--- config.mk ---
export PLATFORM = sky130hd
export DESIGN_NAME = line_state_monitor
export DESIGN_NICKNAME = d
export VERILOG_FILES = /design/src/rtl/usb_phy_pkg.sv /design/src/rtl/line_sync_filter.sv /design/src/rtl/line_state_monitor.sv
export SDC_FILE = /design/constraint.sdc
export NUM_CORES = 1
export LEC_CHECK = 0
export BUFFER_PORTS_ARGS = -buffer_cell sky130_fd_sc_hd__buf_2
export CORE_UTILIZATION = 40
export CTS_CLUSTER_SIZE = 12
export DETAILED_ROUTE_END_ITERATION = 8
export HOLD_SLACK_MARGIN = 0.08
export PLACE_DENSITY_LB_ADDON = 0.15
export SYNTH_ARGS = -nofsm -noshare
export SYNTH_HDL_FRONTEND = slang
export SYNTH_HIERARCHICAL = 1
export SYNTH_SLANG_ARGS = --single-unit
--- constraint.sdc ---
create_clock -name i_clk -period 2.2 [get_ports i_clk]
set_clock_uncertainty 0.1 [all_clocks]
set_input_delay 0.11 -clock i_clk [delete_from_list [all_inputs] [get_ports i_clk]]
set_output_delay 0.11 -clock i_clk [all_outputs]
set_load 0.05 [all_outputs]
--- src/rtl/usb_phy_pkg.sv ---
`default_nettype none
// ============================================================================
//  Module   : usb_phy_pkg
//  Purpose  : Shared line-state and monitor-state types, default timing
//             constants and the J/K/SE0/SE1 decode helper.
//  Revision : 1.0 - initial release
// ============================================================================
package usb_phy_pkg;

  typedef enum logic [1:0] {
    LS_SE0 = 2'b00,
    LS_K   = 2'b01,
    LS_J   = 2'b10,
    LS_SE1 = 2'b11
  } line_state_e;

  typedef enum logic [1:0] {
    ST_ACTIVE  = 2'd0,
    ST_RESET   = 2'd1,
    ST_SUSPEND = 2'd2
  } lsm_state_e;

  // Defaults assume a 60 MHz PHY clock.
  localparam int c_def_sync_stages       = 2;
  localparam int c_def_filter_cycles     = 2;
  localparam int c_def_squelch_threshold = 3;
  localparam int c_def_reset_cycles      = 150;
  localparam int c_def_suspend_cycles    = 180000;

  // Raw {dp,dn} to bus state. Low speed swaps J and K; HS overrides LS.
  function automatic line_state_e decode_line(input logic [1:0] raw,
                                              input logic       hs,
                                              input logic       ls);
    case (raw)
      2'b00:   return LS_SE0;
      2'b11:   return LS_SE1;
      2'b10:   return (ls && !hs) ? LS_K : LS_J;
      default: return (ls && !hs) ? LS_J : LS_K;
    endcase
  endfunction

endpackage
`default_nettype wire

--- src/rtl/line_sync_filter.sv ---
`default_nettype none
// ============================================================================
//  Module   : line_sync_filter
//  Purpose  : Synchronises asynchronous D+/D- and suppresses glitches shorter
//             than FILTER_CYCLES synchronised samples.
//  Revision : 1.0 - initial release
// ============================================================================
module line_sync_filter #(
  parameter int SYNC_STAGES   = 2,
  parameter int FILTER_CYCLES = 2
) (
  input  logic       i_clk,
  input  logic       i_rst_n,
  input  logic       i_dp,
  input  logic       i_dn,
  output logic [1:0] o_raw,
  output logic       o_change
);

  localparam int FCNT_W = $clog2(FILTER_CYCLES + 1);
  localparam logic [FCNT_W-1:0] c_filter_max = FCNT_W'(FILTER_CYCLES);

  // r_sync[0] is the newest sample, r_sync[SYNC_STAGES-1] the safe one.
  logic [SYNC_STAGES-1:0][1:0] r_sync;
  logic [1:0]                  w_sync;
  logic [1:0]                  r_cand;
  logic [1:0]                  r_filt;
  logic [FCNT_W-1:0]           r_cnt;
  logic [FCNT_W-1:0]           w_cnt_next;
  logic                        w_update;
  logic                        r_change;

  assign w_sync   = r_sync[SYNC_STAGES-1];
  assign o_raw    = r_filt;
  assign o_change = r_change;

  // Shift the pin pair through the synchroniser chain.
  always_ff @(posedge i_clk or negedge i_rst_n) begin
    if (!i_rst_n) r_sync <= '0;
    else          r_sync <= {r_sync[SYNC_STAGES-2:0], {i_dp, i_dn}};
  end

  // Run length of the current synchronised value, saturating at the target.
  always_comb begin
    if (w_sync != r_cand)            w_cnt_next = FCNT_W'(1);
    else if (r_cnt == c_filter_max)  w_cnt_next = r_cnt;
    else                             w_cnt_next = r_cnt + FCNT_W'(1);
    w_update = (w_cnt_next == c_filter_max) && (w_sync != r_filt);
  end

  // Track candidate/count and commit a stable candidate as the filtered value.
  always_ff @(posedge i_clk or negedge i_rst_n) begin
    if (!i_rst_n) begin
      r_cand   <= 2'b00;
      r_cnt    <= '0;
      r_filt   <= 2'b00;
      r_change <= 1'b0;
    end else begin
      r_cand   <= w_sync;
      r_cnt    <= w_cnt_next;
      r_change <= w_update;
      if (w_update) r_filt <= w_sync;
    end
  end

endmodule
`default_nettype wire

--- src/rtl/line_state_monitor.sv ---
`default_nettype none
// ============================================================================
//  Module   : line_state_monitor
//  Purpose  : Filtered USB line-state decode with squelch, bus-reset,
//             suspend and resume detection for the link/UTMI layer.
//  Revision : 1.0 - initial release
// ============================================================================
module line_state_monitor
  import usb_phy_pkg::*;
#(
  parameter int SYNC_STAGES       = c_def_sync_stages,
  parameter int FILTER_CYCLES     = c_def_filter_cycles,
  parameter int SQUELCH_THRESHOLD = c_def_squelch_threshold,
  parameter int RESET_CYCLES      = c_def_reset_cycles,
  parameter int SUSPEND_CYCLES    = c_def_suspend_cycles
) (
  input  logic       i_clk,
  input  logic       i_rst_n,
  input  logic       i_dp,
  input  logic       i_dn,
  input  logic       i_hs_mode,
  input  logic       i_ls_mode,
  output logic [1:0] o_line_state,
  output logic       o_se0,
  output logic       o_se1,
  output logic       o_j_state,
  output logic       o_k_state,
  output logic       o_ls_change,
  output logic       o_squelch,
  output logic       o_bus_reset,
  output logic       o_in_reset,
  output logic       o_suspend,
  output logic       o_resume
);

  localparam int CNT_W = $clog2(SUSPEND_CYCLES + 1);
  localparam logic [CNT_W-1:0] c_cnt_max     = '1;
  localparam logic [CNT_W-1:0] c_squelch_cnt = CNT_W'(SQUELCH_THRESHOLD);
  localparam logic [CNT_W-1:0] c_reset_cnt   = CNT_W'(RESET_CYCLES);
  localparam logic [CNT_W-1:0] c_suspend_cnt = CNT_W'(SUSPEND_CYCLES);

  logic [1:0]       w_raw;
  logic             w_change;
  line_state_e      w_state;
  logic [CNT_W-1:0] r_dur_cnt;
  logic [CNT_W-1:0] w_dur_cnt;
  lsm_state_e       r_state;
  logic             r_squelch;
  logic             r_bus_reset;
  logic             r_resume;

  line_sync_filter #(
    .SYNC_STAGES   (SYNC_STAGES),
    .FILTER_CYCLES (FILTER_CYCLES)
  ) u_sync_filter (
    .i_clk    (i_clk),
    .i_rst_n  (i_rst_n),
    .i_dp     (i_dp),
    .i_dn     (i_dn),
    .o_raw    (w_raw),
    .o_change (w_change)
  );

  // Decode follows the mode pins directly, so a mode flip never looks like a
  // line change.
  assign w_state      = decode_line(w_raw, i_hs_mode, i_ls_mode);
  assign o_line_state = w_state;
  assign o_se0        = (w_state == LS_SE0);
  assign o_se1        = (w_state == LS_SE1);
  assign o_j_state    = (w_state == LS_J);
  assign o_k_state    = (w_state == LS_K);
  assign o_ls_change  = w_change;
  assign o_squelch    = r_squelch;
  assign o_bus_reset  = r_bus_reset;
  assign o_resume     = r_resume;
  assign o_in_reset   = (r_state == ST_RESET);
  assign o_suspend    = (r_state == ST_SUSPEND);

  // Duration of the current filtered state: reads 1 in the cycle the new state
  // first appears, so a change always pre-empts any threshold match.
  assign w_dur_cnt = w_change ? CNT_W'(1) : r_dur_cnt;

  // Advance the duration counter, holding at all-ones.
  always_ff @(posedge i_clk or negedge i_rst_n) begin
    if (!i_rst_n)                    r_dur_cnt <= '0;
    else if (w_dur_cnt != c_cnt_max) r_dur_cnt <= w_dur_cnt + CNT_W'(1);
    else                             r_dur_cnt <= c_cnt_max;
  end

  // HS squelch: SE0 that has lasted at least the threshold.
  always_ff @(posedge i_clk or negedge i_rst_n) begin
    if (!i_rst_n) r_squelch <= 1'b0;
    else          r_squelch <= i_hs_mode && (w_state == LS_SE0) &&
                               (w_dur_cnt >= c_squelch_cnt);
  end

  // Bus-reset / suspend / resume sequencing.
  always_ff @(posedge i_clk or negedge i_rst_n) begin
    if (!i_rst_n) begin
      r_state     <= ST_ACTIVE;
      r_bus_reset <= 1'b0;
      r_resume    <= 1'b0;
    end else begin
      r_bus_reset <= 1'b0;
      r_resume    <= 1'b0;
      case (r_state)
        ST_ACTIVE: begin
          if (w_state == LS_SE0 && w_dur_cnt == c_reset_cnt) begin
            r_state     <= ST_RESET;
            r_bus_reset <= 1'b1;
          end else if (w_state == LS_J && !i_hs_mode &&
                       w_dur_cnt == c_suspend_cnt) begin
            r_state <= ST_SUSPEND;
          end
        end
        ST_RESET: begin
          if (w_state != LS_SE0) r_state <= ST_ACTIVE;
        end
        ST_SUSPEND: begin
          // Only K is a resume; SE0/SE1 just drop suspend and get timed afresh.
          if (w_state != LS_J) begin
            r_state  <= ST_ACTIVE;
            r_resume <= (w_state == LS_K);
          end
        end
        default: r_state <= ST_ACTIVE;
      endcase
    end
  end

endmodule
`default_nettype wire

==> results of run 1 <==
[placed cells by master, fill, tap and decap left out, types with 2 or more instances in the layout]
| cell type | count |
|---|---|
| o21a_1 | 2 |
| mux2i_1 | 2 |
| xor2_1 | 3 |
| nor2_1 | 8 |
| dfrtp_1 | 33 |
| nand3_1 | 5 |
| dlygate4sd3_1 | 4 |
| o21ai_1 | 2 |
| nand3_2 | 2 |
| or3_1 | 3 |
| nor4_1 | 7 |
| buf_4 | 4 |
| ha_1 | 2 |
| nor2b_1 | 8 |
| buf_2 | 17 |
| and2_1 | 2 |
| inv_1 | 5 |
| clkbuf_8 | 6 |
| nand2b_1 | 8 |
| o21ai_0 | 13 |
| nor3_1 | 10 |
| nand4_1 | 5 |
| xnor2_1 | 11 |
| nand2_1 | 18 |
| nor4bb_1 | 2 |
| nand3b_1 | 5 |
[tightest hold or removal path, delay by kind of cell]
kind,cells,cell delay (ps)
compound gates,1,80
buf+inv,1,80
simple gates,3,280
[layer usage]
metal | vias up | part of all wire (%) | wire [um]
met3 | 9 | 4.0 | 149
met2 | 28 | 47 | 1750
met5 | - | 0 | 0
li1 | 700 | - | -
met4 | 0 | 2.1 | 79
met1 | 689 | 47 | 1740
[registers in the layout, summed over array words and instances (netlist names)]
register and count:
o_bus_reset 1, o_resume 1, o_squelch 1, r_dur_cnt 18, r_state 2, u_sync_filter/o_change 1
u_sync_filter/o_raw 2, u_sync_filter/r_cand 2, u_sync_filter/r_cnt 2, u_sync_filter/r_sync 2, u_sync_filter/w_sync 2
[layout make-up]
type                            instances  area share (%)
Clock buffer                            7            4.03
Clock inverter                          1            1.40
Sequential cell                        34            39.8
Multi-Input combinational cell        137            43.5
Timing Repair Buffer                   25            7.24
Inverter                                6            1.17
Tap cell                               50            2.92
[kinds of logic (layout without fill, tap and decap cells)]
group | count (synthesis) | in the layout | synth area share (%)
compound gates | 24 | 24 | 8.51
xor+xnor | 15 | 15 | 7.75
fa+ha+maj | 3 | 3 | 2.09
buf+inv | 10 | 39 | 2.16
flops | 34 | 34 | 47.5
mux | 2 | 2 | 1.12
simple gates | 93 | 93 | 30.9
[worst paths after layout]
check | start | to | slack [ps] | depth (start not counted)
worst max-delay path | u_sync_filter/o_change | r_dur_cnt[4] | 150 | 7
worst min-delay path | i_ls_mode | o_resume | 220 | 5
worst max register to register | u_sync_filter/o_change | r_dur_cnt[4] | 150 | 7
worst min register to register | u_sync_filter/r_sync[1] | u_sync_filter/w_sync[1] | 260 | 0
max in group asynchronous | i_rst_n | u_sync_filter/o_change | 1150 | 2
min in group asynchronous | i_rst_n | o_resume | 330 | 2
[power by group through the flow]
stage | sequential, mW | clock, mW | combinational (mW)
floorplan | 0.802 | 0 | 0.403
global placement | 0.820 | 0 | 0.492
detailed placement | 0.824 | 0 | 0.513
CTS | 0.812 | 0.604 | 0.521
global route | 0.829 | 0.635 | 0.580
finish | 0.813 | 0.592 | 0.517
[per-stage QoR]
stage	std cells	area [um^2]	power, mW
final	260	2140	1.92
after global routing	260	2140	2.04
after CTS	260	2140	1.94
after detailed placement	248	1990	1.34
after global placement	248	1990	1.31
after floorplan	181	1840	1.20
==> results.yml, run 1 <==
pwr:
  peakVddDrop_mv: 0.466
  p_sw_uw: 638
  p_leak_nw: 0.979
  pwr-share-comb_pct: 26.9
  p_seq_share_pct: 42.3
  clock_power_share_pct: 30.8
  netSwitchingFraction_pct: 33.2
  internal-power_mw: 1.28
  power.density_nw_per_um2: 897
logic_synthesis:
  ys.flop_type: "dfrtp_1"
  ys_seq_area_share_pct: 47.5
  synth_area_leaders: "dfrtp_1, xnor2_1, nand2_1"
  synth_fp_nets: 190
  synthDistinctLibCells: 40
  synth_commonest_cells: "dfrtp_1, nand2_1, o21ai_0"
  syn_area_um2: 1790
  synth-async-reset-ratio_pct: 100
  synth-edff-count: 0
  postSynthAreaPerCell_um2: 9.91
  synthMostInstantiatedCell: "dfrtp_1"
  synth_top_area_share_pct: 47.5
  synth-seq-cells: 34
  synth_warnings: 6
  yosysTopAreaCell: "dfrtp_1"
  netlist_instances: 181
setup_path:
  end_kind: "register"
  required_ps: 2300
  crit_chain: "nand2b_4 > inv_4 > ha_4 > nand4_1 > nor4_4 > nand3_2 > o21ai_0"
  path_buf_inv: 1
  start_kind: "register"
  cp_top_family: "simple AND/OR/NAND/NOR gates"
  cp.arrival_ps: 2150
  crit_slowest_cell: "dfrtp_2"
  cp_max_fo: 14
  worstSetupPathType: "reg -> reg"
  cp_slowest_stage_delay_ps: 430
global_route:
  grt_pass1_vias: 1401
  met3_usage_pct: 4.11
  met2_usage_pct: 30.9
  grt-ovfl-total: 0
  busiest_layer: "met2"
  grt_max_degree: 35
  use_met1_pct: 23.7
  track_usage_pct: 19.1
  grt_pass1_wl_mm: 6.47
  antenna_found_initial: 0
sta:
  worst_slack_ps: 155
  slew_headroom_pct: 49.6
  holdWs_ps: 216
  tightest_slew_ps: 755
  max_freq_mhz: 489
  hold_viol_final: 0
  rsz0062_at_grt: "false"
  setup_viol: 0
  final_max_slew_viol_count: 0
  tns_ps: 0
  fin_crit_sh_pct: 93.0
  period_minus_slack_ps: 2050
finish:
  final_nets: 218
  final_util_pct: 51.7
  area_delta_synth_final_pct: 19.5
  nFillCells: 399
  antenna_cells: 0
  multiInputGateArea_um2: 931
  layout-drive-gt1-share_pct: 20.0
  register_area_um2: 852
detailed_routing:
  firstDrtPassIters: 4
  via_per_inst: 5.48
  drc_errors: 0
  routed_wl_mm: 3.72
  avgRoutedWirePerCell_um: 14.3
  vias: 1426
  ant_nets: 0
  drt_iter0_markers: 86
outcome:
  status: "finished clean"
placement:
  place.port_buffers: 17
  hpwl_mm: 2.70
  place_congestion: 0.788
  pre_cts_slack_ps: 159
clock_tree:
  clkSlewWorstSetupHoldPaths_ps: 70
  cts_tree: "yes"
  cts_resized: 0
  numCtsBuffers: 5
  clkLatencyLatePin_ps: 290
  cts_buffer_depth: 2
  clock_sinks: 34
  cts_hold_buf: 4
  cts_root_buf: "clkbuf_8"
  htree_num_levels: 2
  cts_setup_buffers: 0
min_path:
  min_path_type: "in -> reg"
die:
  start_util_pct: 43.3
  core-area_um2: 4140
  dieWidth_um: 69.0
  io_pins: 18
  dieHeight_um: 69.0
  die_area_um2: 4750
  fp-row-count: 23
flow_run:
  maxCapViolCount: 0
No activity file was read; power rests on OpenSTA's default activity.
==> run 2, diff against run 1 <==
--- a/config.mk
+++ b/config.mk
@@ -9,7 +9,7 @@
 export CORE_UTILIZATION = 40
 export CTS_CLUSTER_SIZE = 12
 export DETAILED_ROUTE_END_ITERATION = 8
-export HOLD_SLACK_MARGIN = 0.08
+export HOLD_SLACK_MARGIN = 0.06
 export PLACE_DENSITY_LB_ADDON = 0.15
 export SYNTH_ARGS = -nofsm -noshare
 export SYNTH_HDL_FRONTEND = slang
==> constraint.sdc (replaced) <==
create_clock -name i_clk -period 2.2 [get_ports i_clk]
set_clock_uncertainty 0.1 [all_clocks]
set_input_delay 0.11 -clock i_clk [delete_from_list [all_inputs] [get_ports i_clk]]
set_output_delay 0.11 -clock i_clk [all_outputs]
set_load 0.005 [all_outputs]
==> results.yml, run 2 (synthesized netlist as in run 1, its figures left out) <==
sta:
  holdWs_ps: 219
  setup_viol: 0
  slew_headroom_pct: 51.3
  hold_viol_final: 0
  tns_ps: 0
  worst_slack_ps: 189
  final_max_slew_viol_count: 0
  rsz0062_at_grt: "false"
  max_freq_mhz: 497
  tightest_slew_ps: 731
  period_minus_slack_ps: 2010
  fin_crit_sh_pct: 91.4
finish:
  layout_common_cells: "dfrtp_1, nand2_1, buf_2"
  max_flop_register: "r_dur_cnt"
  layout-drive-gt1-share_pct: 18.8
  final_util_pct: 52.0
  area_delta_synth_final_pct: 20.2
  antenna_cells: 0
  largest_reg_flops: 18
  final_nets: 221
  mostFrequentLayoutCell: "dfrtp_1"
clock_tree:
  numCtsBuffers: 5
  cts_buffer_depth: 2
  htree_num_levels: 2
  clkSlewWorstSetupHoldPaths_ps: 70
  clock_sinks: 34
  cts_tree: "yes"
  cts_resized: 0
  cts_root_buf: "clkbuf_8"
  clkLatencyLatePin_ps: 290
global_route:
  busiest_layer: "met2"
  antenna_found_initial: 0
  grt-ovfl-total: 0
  grt_max_degree: 35
  use_met1_pct: 23.9
  met3_usage_pct: 4.44
  met2_usage_pct: 28.9
  grt_pass1_wl_mm: 6.32
  grt_pass1_vias: 1381
  track_usage_pct: 18.4
outcome:
  status: "finished clean"
setup_path:
  critical_path.endpoint: "r_dur_cnt[9]"
  end_kind: "register"
  crit_slowest_cell: "dfrtp_1"
  cp-startpoint: "u_sync_filter/o_change"
  r2r_slack_ps: 190
  rr_worst_depth: 8
  cp.arrival_ps: 2110
  required_ps: 2300
  crit_chain: "nand2b_1 > inv_1 > ha_1 > nand4_1 > nor4_4 > nand3_1 > buf_4 > o21ai_0"
  worstSetupPathType: "reg -> reg"
  start_kind: "register"
  cp_slowest_stage_delay_ps: 410
  r2r-end: "r_dur_cnt[9]"
  cp_max_fo: 7
  worstReg2RegStart: "u_sync_filter/o_change"
detailed_routing:
  vias: 1395
  via_per_inst: 5.30
  drc_errors: 0
  drt_iter0_markers: 32
  ant_nets: 0
  avgRoutedWirePerCell_um: 13.9
  routed_wl_mm: 3.66
  firstDrtPassIters: 4
pwr:
  p_leak_nw: 1.00
  power.density_nw_per_um2: 891
  total_power_mw: 1.92
  peakVddDrop_mv: 0.525
min_path:
  min_path_type: "in -> reg"
  holdPathStages: 5
die:
  core-area_um2: 4140
  die_area_um2: 4750
  start_util_pct: 43.3
  fp-row-count: 23
  io_pins: 18
  dieHeight_um: 69.0
  dieWidth_um: 69.0
placement:
  hpwl_mm: 2.67
  place_congestion: 0.907
  place.port_buffers: 17
  pre_cts_slack_ps: 239
flow_run:
  maxCapViolCount: 0
[run 2: power breakdown]
| part | internal (mW) | total (mW) | switching, mW |
|---|---|---|---|
| clock network | 0.454 | 0.690 | 0.236 |
| registers | 0.702 | 0.808 | 0.106 |
| logic | 0.200 | 0.421 | 0.222 |
[run 2: what timing repair did]
item | CTS | global route
setup buffers | 0 | 0
hold endpoints to repair | 37 | 0
hold buffers | 4 | 0
[run 2: metal layers]
layer	wire, um	vias to the layer above
li1	-	702
met1	1810	667
met2	1680	18
met3	112	8
met4	63	0
met5	0	-
[run 2: worst min path at each step]
stage / from / end
floorplan: i_rst_n / o_bus_reset
CTS: i_ls_mode / r_state[1]
global route: u_sync_filter/r_sync[0] / u_sync_filter/w_sync[0]
finish: i_ls_mode / o_resume
detailed placement: i_rst_n / o_resume
global placement: i_rst_n / o_resume
[run 2: layout make-up]
class,instances,area (um^2)
flip-flops and latches,34,851
clock buffers,5,68.8
repair buffers,28,178
well taps,50,62.6
fillers,368,1990
multi-input cells,137,903
inverters,6,22.5
clock inverters,3,68.8
[run 2: through the flow]
stage	cells	instance area (um^2)
floorplan	181	1790
global placement	251	1980
detailed placement	251	1980
CTS	263	2150
global route	263	2150
finish	263	2150
[run 2: critical path: cells and delay by family (launching register included)]
family,cells,cell delay (ps)
simple gates,4,900
buf+inv,2,270
compound gates,1,80
fa+ha+maj,1,160
flops,1,410
==> run 3, diff against run 2 <==
--- a/config.mk
+++ b/config.mk
@@ -6,7 +6,9 @@
 export NUM_CORES = 1
 export LEC_CHECK = 0
 export BUFFER_PORTS_ARGS = -buffer_cell sky130_fd_sc_hd__buf_2
-export CORE_UTILIZATION = 40
+export CELL_PAD_IN_SITES_DETAIL_PLACEMENT = 1
+export CELL_PAD_IN_SITES_GLOBAL_PLACEMENT = 2
+export CORE_UTILIZATION = 33
 export CTS_CLUSTER_SIZE = 12
 export DETAILED_ROUTE_END_ITERATION = 8
 export HOLD_SLACK_MARGIN = 0.06
==> results.yml, run 3 (synthesized netlist as in run 1, its figures left out) <==
outcome:
  status: "finished clean"
setup_path:
  cp_max_fo: 23
  crit_slowest_cell: "or4_4"
  start_kind: "register"
  worstSetupPathType: "reg -> reg"
  cp_slowest_stage_delay_ps: 560
  cp.arrival_ps: 2120
  cp-startpoint: "u_sync_filter/o_change"
  critical_path.endpoint: "r_dur_cnt[13]"
  worstReg2RegStart: "u_sync_filter/o_change"
  r2r-end: "r_dur_cnt[13]"
  cp_top_family: "simple AND/OR/NAND/NOR gates"
  path_buf_inv: 1
  cp.depth: 5
  required_ps: 2320
  end_kind: "register"
  crit_chain: "buf_4 > nand2b_1 > or4_4 > or3_1 > nand3_1"
  rr_worst_depth: 5
  r2r_slack_ps: 200
clock_tree:
  cts_buffer_depth: 2
  cts_setup_buffers: 0
  cts_tree: "yes"
  clock_sinks: 34
  numCtsBuffers: 5
  clkLatencyLatePin_ps: 290
  cts_resized: 0
  cts_root_buf: "clkbuf_8"
  clkSlewWorstSetupHoldPaths_ps: 70
  htree_num_levels: 2
global_route:
  met2_usage_pct: 28.7
  met3_usage_pct: 3.97
  grt_max_degree: 35
  use_met1_pct: 24.7
  track_usage_pct: 18.0
  grt_pass1_wl_mm: 7.50
  grt_pass1_vias: 1493
  busiest_layer: "met2"
  antenna_found_initial: 0
  grt-ovfl-total: 0
pwr:
  p_seq_share_pct: 47.0
  total_power_mw: 1.73
  clock_power_share_pct: 28.2
  pwr-share-comb_pct: 24.8
  power.density_nw_per_um2: 814
  p_leak_nw: 0.978
  peakVddDrop_mv: 0.396
  internal-power_mw: 1.15
  p_sw_uw: 584
  netSwitchingFraction_pct: 33.7
die:
  fp-row-count: 26
  die_area_um2: 5730
  io_pins: 18
  dieWidth_um: 75.7
  dieHeight_um: 75.7
  start_util_pct: 34.7
  core-area_um2: 5170
sta:
  rsz0062_at_grt: "false"
  setup_viol: 0
  slew_headroom_pct: 49.0
  hold_viol_final: 0
  max_freq_mhz: 500
  period_minus_slack_ps: 2000
  final_max_slew_viol_count: 0
  tightest_slew_ps: 765
  fin_crit_sh_pct: 91.0
  holdWs_ps: 253
  tns_ps: 0
detailed_routing:
  drc_errors: 0
  vias: 1440
  avgRoutedWirePerCell_um: 15.9
  ant_nets: 0
  drt_iter0_markers: 50
  via_per_inst: 5.11
  firstDrtPassIters: 4
  routed_wl_mm: 4.49
finish:
  area_delta_synth_final_pct: 18.8
  multiInputGateArea_um2: 903
  final_cell_count_no_fill: 282
  mostFrequentLayoutCell: "dfrtp_1"
  final_nets: 220
  register_area_um2: 851
  layout_common_cells: "dfrtp_1, nand2_1, buf_2"
  largest_reg_flops: 18
  antenna_cells: 0
  design_area_um2: 2130
  max_flop_register: "r_dur_cnt"
  nFillCells: 595
  layout-drive-gt1-share_pct: 18.4
placement:
  hpwl_mm: 3.32
  place_congestion: 0.801
  place.port_buffers: 17
  postPlaceCellArea_um2: 1990
  dpl.cell_count: 270
min_path:
  min_path_type: "reg -> reg"
flow_run:
  maxCapViolCount: 0
-- run 3: cell types whose count changed in the layout (fill, tap and decap cells not counted) --
cell / previous run / this run
clkinvlp_4: 0 / 1
clkbuf_8: 5 / 6
clkinv_4: 1 / 0
buf_4: 7 / 6
clkinv_2: 0 / 1
bufinv_16: 2 / 0
-- run 3: repair_timing --
action,4_1_cts,5_1_grt
endpoints found under the hold margin,37,0
hold buffers,4,0
setup endpoints to repair,0,0
-- run 3: per-stage QoR --
step                setup slack [ps]  util [%]
floorplan                       33.4         -
global placement                 294      38.6
detailed placement               216      38.6
CTS                              194      41.2
global route                    43.0      41.2
finish                           199      41.2
-- run 3: routing by layer --
metal,part of all wire (%),routed length (um)
met1,49,2190
met4,1.1,50
met2,48,2140
met5,0,0
met3,2.5,111
-- run 3: power by group through the flow --
stage	clock (mW)	sequential, mW	combinational [mW]
after floorplan	0	0.785	0.305
after global placement	0	0.822	0.414
after detailed placement	0	0.826	0.429
after CTS	0.501	0.815	0.437
after global routing	0.532	0.830	0.490
final	0.489	0.815	0.430
-- run 3: area by class of cell --
type	instances	area share [%]
repair buffers	27	7.99
clock inverters	2	0.588
flip-flops and latches	34	40.0
well taps	70	4.11
multi-input cells	137	42.4
clock buffers	6	3.88
inverters	6	1.06
-- run 3: how the worst min path moves through the flow --
stage | start | cells past startpoint | slack [ps] | endpoint
final | u_sync_filter/r_sync[0] | 0 | 250 | u_sync_filter/w_sync[0]
after global routing | u_sync_filter/r_sync[0] | 0 | 270 | u_sync_filter/w_sync[0]
after CTS | u_sync_filter/r_sync[0] | 0 | 250 | u_sync_filter/w_sync[0]
after detailed placement | i_dp | 1 | 120 | u_sync_filter/r_sync[1]
after global placement | i_dn | 1 | 120 | u_sync_filter/r_sync[0]
after floorplan | i_rst_n | 0 | -290 | o_bus_reset
-- run 3: worst register-to-register path, delay by kind of cell (launching register included) --
family / cells / cell delay, ps
buffers and inverters: 1 / 220
flip-flops: 1 / 400
AND/OR/NAND/NOR: 4 / 1220
